## config.mk

```make
export PLATFORM = sky130hd
export DESIGN_NAME = uart_tx_fifo_flat
export DESIGN_NICKNAME = d
export VERILOG_FILES = /design/src/rtl/uart_tx_fifo_if.sv /design/src/rtl/uart_tx_fifo.sv /design/src/flat_wrapper.sv
export SDC_FILE = /design/constraint.sdc
export NUM_CORES = 1
export LEC_CHECK = 0
export ABC_CLOCK_PERIOD_IN_PS = 7750
export CAP_MARGIN = 10
export CORE_MARGIN = 2
export CORE_UTILIZATION = 25
export CTS_CLUSTER_DIAMETER = 40
export DETAILED_ROUTE_END_ITERATION = 8
export PLACE_DENSITY_LB_ADDON = 0.15
export SYNTH_ARGS = -nofsm -noshare
export SYNTH_HDL_FRONTEND = slang
export SYNTH_SLANG_ARGS = --single-unit
```

## constraint.sdc

```tcl
create_clock -name hwclk -period 7.75 [get_ports hwclk]
set_input_delay 1.1625 -clock hwclk [delete_from_list [all_inputs] [get_ports hwclk]]
set_output_delay 1.1625 -clock hwclk [all_outputs]
set_load 0.02 [all_outputs]
```

## src/rtl/uart_tx_fifo_if.sv

```systemverilog
// Write handshake plus serial line and status signals of the FIFO-buffered UART transmitter.
interface uart_tx_fifo_if #(
  parameter int DATA_BITS  = 8,
  parameter int FIFO_DEPTH = 4
);
  localparam int CW = $clog2(FIFO_DEPTH) + 1;

  logic [DATA_BITS-1:0] tx_data;
  logic                 tx_valid;
  logic                 tx_ready;
  logic                 tx;
  logic                 busy;
  logic                 tx_done;
  logic [CW-1:0]        fifo_count;

  modport master (output tx_data, tx_valid,
                  input  tx_ready, tx, busy, tx_done, fifo_count);
  modport slave  (input  tx_data, tx_valid,
                  output tx_ready, tx, busy, tx_done, fifo_count);
endinterface

```

## src/rtl/uart_tx_fifo.sv

```systemverilog
// UART transmitter fed by a small word FIFO; frames go out back-to-back while words are queued.
module uart_tx_fifo #(
  parameter int CLK_HZ     = 12000000,
  parameter int BAUD       = 9600,
  parameter int DATA_BITS  = 8,
  parameter int PARITY     = 0,
  parameter int STOP_BITS  = 1,
  parameter int FIFO_DEPTH = 4
) (
  input logic           hwclk,
  input logic           rst,
  uart_tx_fifo_if.slave bus
);
  localparam int DIV = CLK_HZ / BAUD;
  localparam int BW  = (DIV < 2) ? 1 : $clog2(DIV);
  localparam int AW  = $clog2(FIFO_DEPTH);
  localparam int CW  = AW + 1;
  localparam logic [BW-1:0] BAUD_LAST = BW'(DIV - 1);
  localparam logic [3:0]    DATA_LAST = 4'(DATA_BITS - 1);
  localparam logic [3:0]    STOP_LAST = 4'(STOP_BITS - 1);

  if (DIV < 2 || DATA_BITS < 5 || DATA_BITS > 9 || PARITY < 0 || PARITY > 2 ||
      STOP_BITS < 1 || STOP_BITS > 2 || FIFO_DEPTH < 2 ||
      (FIFO_DEPTH & (FIFO_DEPTH - 1)) != 0) begin : g_param_check
    $error("uart_tx_fifo: illegal parameter combination");
  end

  typedef enum logic [2:0] {S_IDLE, S_START, S_DATA, S_PARITY, S_STOP} state_t;

  state_t               state, state_next;
  logic [BW-1:0]        baud_cnt, baud_next;
  logic [3:0]           bit_cnt, bit_next;
  logic [DATA_BITS-1:0] shift_reg, shift_next;
  logic                 par_bit, par_next;
  logic [DATA_BITS-1:0] mem [FIFO_DEPTH];
  logic [AW-1:0]        wr_ptr, rd_ptr;
  logic [CW-1:0]        count;
  logic [DATA_BITS-1:0] head;
  logic                 head_par, push, pop, line, last_stop, baud_end;
  logic                 tx_q, done_d, done_q;

  assign head         = mem[rd_ptr];
  assign head_par     = (PARITY == 1) ? ~^head : ^head;
  assign baud_end     = (baud_cnt == BAUD_LAST);
  assign bus.tx_ready = (count < CW'(FIFO_DEPTH));
  assign push         = bus.tx_valid && bus.tx_ready;
  assign bus.tx       = tx_q;
  assign bus.tx_done  = done_q;
  assign bus.fifo_count = count;
  // done_d covers the cycle where the last stop bit is still on the registered line
  assign bus.busy     = (state != S_IDLE) || (count != '0) || done_d;

  always_comb begin
    state_next = state;
    baud_next  = baud_end ? '0 : baud_cnt + BW'(1);
    bit_next   = bit_cnt;
    shift_next = shift_reg;
    par_next   = par_bit;
    pop        = 1'b0;
    line       = 1'b1;
    last_stop  = 1'b0;
    case (state)
      S_IDLE: begin
        baud_next = '0;
        bit_next  = '0;
        if (count != '0) begin
          pop        = 1'b1;
          shift_next = head;
          par_next   = head_par;
          state_next = S_START;
        end
      end
      S_START: begin
        line = 1'b0;
        if (baud_end) state_next = S_DATA;
      end
      S_DATA: begin
        line = shift_reg[0];
        if (baud_end) begin
          shift_next = shift_reg >> 1;
          if (bit_cnt == DATA_LAST) begin
            bit_next   = '0;
            state_next = (PARITY != 0) ? S_PARITY : S_STOP;
          end else begin
            bit_next = bit_cnt + 4'd1;
          end
        end
      end
      S_PARITY: begin
        line = par_bit;
        if (baud_end) state_next = S_STOP;
      end
      S_STOP: begin
        if (baud_end) begin
          if (bit_cnt == STOP_LAST) begin
            last_stop = 1'b1;
            bit_next  = '0;
            // A queued word starts its frame on the very next edge, leaving no idle gap
            if (count != '0) begin
              pop        = 1'b1;
              shift_next = head;
              par_next   = head_par;
              state_next = S_START;
            end else begin
              state_next = S_IDLE;
            end
          end else begin
            bit_next = bit_cnt + 4'd1;
          end
        end
      end
      default: state_next = S_IDLE;
    endcase
  end

  always_ff @(posedge hwclk) begin
    if (rst) begin
      state     <= S_IDLE;
      baud_cnt  <= '0;
      bit_cnt   <= '0;
      shift_reg <= '0;
      par_bit   <= 1'b0;
      wr_ptr    <= '0;
      rd_ptr    <= '0;
      count     <= '0;
      tx_q      <= 1'b1;
      done_d    <= 1'b0;
      done_q    <= 1'b0;
    end else begin
      state     <= state_next;
      baud_cnt  <= baud_next;
      bit_cnt   <= bit_next;
      shift_reg <= shift_next;
      par_bit   <= par_next;
      if (push) wr_ptr <= wr_ptr + AW'(1);
      if (pop)  rd_ptr <= rd_ptr + AW'(1);
      if (push && !pop)      count <= count + CW'(1);
      else if (pop && !push) count <= count - CW'(1);
      tx_q   <= line;
      done_d <= last_stop;
      done_q <= done_d;
    end
  end

  always_ff @(posedge hwclk) begin
    if (!rst && push) mem[wr_ptr] <= bus.tx_data;
  end
endmodule

```

## src/flat_wrapper.sv

```systemverilog
// flat-port wrapper written by rule: the top's interface ports become plain ports
module uart_tx_fifo_flat 
#(
  parameter int CLK_HZ     = 12000000,
  parameter int BAUD       = 9600,
  parameter int DATA_BITS  = 8,
  parameter int PARITY     = 0,
  parameter int STOP_BITS  = 1,
  parameter int FIFO_DEPTH = 4
)
  (hwclk, rst, bus_tx_data, bus_tx_valid, bus_tx_ready, bus_tx, bus_busy, bus_tx_done, bus_fifo_count);
  uart_tx_fifo_if #(.DATA_BITS(DATA_BITS), .FIFO_DEPTH(FIFO_DEPTH)) bus_i ();
  input logic hwclk;
  input logic rst;
  input wire logic [$bits(bus_i.tx_data)-1:0] bus_tx_data;
  input wire logic [$bits(bus_i.tx_valid)-1:0] bus_tx_valid;
  output wire logic [$bits(bus_i.tx_ready)-1:0] bus_tx_ready;
  output wire logic [$bits(bus_i.tx)-1:0] bus_tx;
  output wire logic [$bits(bus_i.busy)-1:0] bus_busy;
  output wire logic [$bits(bus_i.tx_done)-1:0] bus_tx_done;
  output wire logic [$bits(bus_i.fifo_count)-1:0] bus_fifo_count;
  assign bus_i.tx_data = bus_tx_data;
  assign bus_i.tx_valid = bus_tx_valid;
  assign bus_tx_ready = bus_i.tx_ready;
  assign bus_tx = bus_i.tx;
  assign bus_busy = bus_i.busy;
  assign bus_tx_done = bus_i.tx_done;
  assign bus_fifo_count = bus_i.fifo_count;
  uart_tx_fifo #(.CLK_HZ(CLK_HZ), .BAUD(BAUD), .DATA_BITS(DATA_BITS), .PARITY(PARITY), .STOP_BITS(STOP_BITS), .FIFO_DEPTH(FIFO_DEPTH)) u_core (.hwclk(hwclk), .rst(rst), .bus(bus_i));
endmodule
```

==> metrics <==
status=complete, no violations; final RePlAce weighted congestion=roughly 0.68; max capacitance violation total=0; Gate Count Post-Synth=270; core outline area=12470 um2; synthesized area divided by synthesized cell count=approximately 12 um2; number of antenna violations at the first check in global routing=0; most frequent standard cell in the layout excluding fill and tap cells=sky130_fd_sc_hd__dfxtp_1; cell taking the most area after synthesis=sky130_fd_sc_hd__edfxtp_1; nets in the synthesized netlist=roughly 290; most frequent cells in the layout=sky130_fd_sc_hd__dfxtp_1 (39), sky130_fd_sc_hd__nor2_1 (34), sky130_fd_sc_hd__edfxtp_1 (32), sky130_fd_sc_hd__nand2_1 (23), sky130_fd_sc_hd__clkdlybuf4s50_1 (17); starting density of the core=0.2528; Yosys warnings=0; arrival time at the worst endpoint=1.97 ns; Root Driver=sky130_fd_sc_hd__clkbuf_16; sum of net half-perimeters after detailed placement=3849 um; Final Cycle Share=0.4039; Worst-path clk slew=0.06 ns; number of DRC violations after detailed-routing iteration 0=59; floorplan die width=around 120 um; endpoint kind of the worst setup timing path=output pin; highest ir drop seen on vdd=0.1265 mV; Resized cells post-CTS=0; deepest level of the CTS H-tree=3; pwr dens=332.2 nW/um2; height of the die=116.3 um; overall fraction of global-route tracks in use=0.09707; sequential share of the synthesized area=0.5526; flip-flop count of the largest register, all copies and words added=32; clock latency on the worst-skew pair=0.33 ns; Clock Path Buffers=2; Hold/Removal Path Class=reg2reg; Net count, final=307; Req. time, crit path=6.59 ns; overall overflow remaining after global route=0; first-pass detailed-route iteration total=4; Final setup viols=0; number of sinks driven by the clock tree=71; CTS tree=yes; shortest period the worst path allows=around 3.1 ns; growth of design area from synthesis to finish=19.37%; worst rel slew slack=0.2689; Site Rows=41; slew at the pin with the worst max-slew slack=1.094 ns; final core utilization=0.3018; average vias per placed instance=4.166; startpoint types=register; post-synth top area share=0.3049; via count of the first global-routing pass=1939; first-pass GRT wire length=9832 um; number of inserted diodes=0; post-CTS setup buffers=0; IO Count=18; final standard cell area without fillers=approximately 3800 um2; count of flip-flops with a built-in enable after synthesis=32; endpoint of the most critical register-to-register path=u_core.bus.fifo_count[2]; Layout Skew=0.005065 ns; setup tns final=0 ns; FFs w/ async S/R, synth=0; cts-stage hold buffer count=0; share of post-route cells with drive strength above 1=0.1031; Routed Antenna Nets=0; maximum clock rate=319.5 MHz; netlist area before placement=3152 um2; hold violation count in the final report=0; hold path depth=1; Yosys cell types=between 40 and 50; FF+latch count, synth=slightly above 70; Remaining DRCs=0; dpl cell area=3440 um2; unrepaired setup endpoints after global routing=no; Critical Setup Path Class=reg2out; static leakage power=1.248 nW; cell types with the largest area share after synthesis=sky130_fd_sc_hd__edfxtp_1 (30%), sky130_fd_sc_hd__dfxtp_1 (25%), sky130_fd_sc_hd__mux4_2 (5.7%); crit path max fanout=11; Inserted Clock Buffers=9; source of the worst register-to-register timing path=u_core.bit_cnt[0]; worst reg-to-reg path cell count=12; WHS Endpoint=u_core.baud_cnt[0]; pin count of the biggest net entering global routing=30; die footprint=13520 um2; number of pins with negative max-slew slack in the final report=0; vias after detailed routing=1929; reg2reg setup slack=4.86 ns; WL/cell=12.61 um; Port-buffer cells=17; prevailing post-synth register cell=sky130_fd_sc_hd__dfxtp_1; final wirelength=5837 um; worst hold path startpoint=u_core.baud_cnt[0]
-- critical path, cell delays in order (launching register included) --
cell and delay (ns):
sky130_fd_sc_hd__dfxtp_1 0.42, sky130_fd_sc_hd__or2_2 0.35, sky130_fd_sc_hd__nor2_1 0.18, sky130_fd_sc_hd__nand3b_1 0.12, sky130_fd_sc_hd__clkdlybuf4s50_1 0.58
-- cells in the mapped netlist (2+ instances only) --
cell type,instances
sky130_fd_sc_hd__clkbuf_1,3
sky130_fd_sc_hd__nor2_1,34
sky130_fd_sc_hd__or2_2,2
sky130_fd_sc_hd__and2_1,5
sky130_fd_sc_hd__xor2_1,7
sky130_fd_sc_hd__buf_4,2
sky130_fd_sc_hd__a31oi_1,2
sky130_fd_sc_hd__o21ai_0,7
sky130_fd_sc_hd__a311oi_1,7
sky130_fd_sc_hd__inv_1,8
sky130_fd_sc_hd__a211oi_1,2
sky130_fd_sc_hd__ha_1,9
sky130_fd_sc_hd__nor3_1,3
sky130_fd_sc_hd__a21oi_1,13
sky130_fd_sc_hd__dfxtp_1,39
sky130_fd_sc_hd__nand2_1,23
sky130_fd_sc_hd__nor3b_1,2
sky130_fd_sc_hd__buf_6,5
sky130_fd_sc_hd__mux4_2,8
sky130_fd_sc_hd__or3_1,5
sky130_fd_sc_hd__and4_1,2
sky130_fd_sc_hd__edfxtp_1,32
sky130_fd_sc_hd__nor2b_1,4
sky130_fd_sc_hd__nand3b_1,5
sky130_fd_sc_hd__xnor2_1,14
sky130_fd_sc_hd__a21o_1,2
sky130_fd_sc_hd__nand3_1,7
-- where the power goes --
| part | internal, mW | leakage, nW | switching, mW | total (mW) |
|---|---|---|---|---|
| registers | 0.443 | 0.609 | 0.0449 | 0.488 |
| clock network | 0.284 | 0.153 | 0.160 | 0.444 |
| logic | 0.154 | 0.486 | 0.165 | 0.318 |
-- through the flow --
stage,setup WS [ns],instances,power (mW),hold slack (ns)
final,4.620,463,1.250,0.4607
after CTS,4.595,463,1.275,0.4673
after detailed placement,4.404,447,0.8221,0.4547
after global placement,4.475,447,0.8210,0.4542
after global routing,4.506,463,1.329,0.4997
after floorplan,5.030,270,0.7454,0.4285
-- cells by family (layout without fill, tap and decap cells) --
logic type,Yosys count,after routing,synth area share
simple gates,100,100,0.1600
flops,71,71,0.5526
compound gates,38,38,0.08376
xor+xnor,21,21,0.05836
buf+inv,21,42,0.04287
fa+ha+maj,10,10,0.04208
mux,9,9,0.06034
-- worst max path at each step --
stage                               end  cells past startpoint       startpoint
6_report                       bus_busy                      4  u_core.state[0]
5_1_grt                        bus_busy                      4  u_core.state[0]
4_1_cts                        bus_busy                      4  u_core.state[0]
3_5_place_dp   u_core.bus.fifo_count[2]                      8     bus_tx_valid
3_3_place_gp   u_core.bus.fifo_count[2]                      8     bus_tx_valid
2_1_floorplan  u_core.bus.fifo_count[2]                      7     bus_tx_valid
-- cell type report --
type,instances,area (um2)
flip-flops and latches,71,1742
well taps,172,215.2
repair buffers,18,177.7
fillers,1287,8703
inverters,8,30.03
multi-input cells,178,1275
clock inverters,6,93.84
clock buffers,10,229.0
-- per-layer routing --
layer,track usage,vias to the layer above,routed length (um)
met4,0.04286,0,115
met1,0.1192,907,2815
met3,0.03477,9,196
met2,0.1539,20,2710
li1,-,993,-
met5,0,-,0
Note: power is estimated with default switching activity, not from simulation.
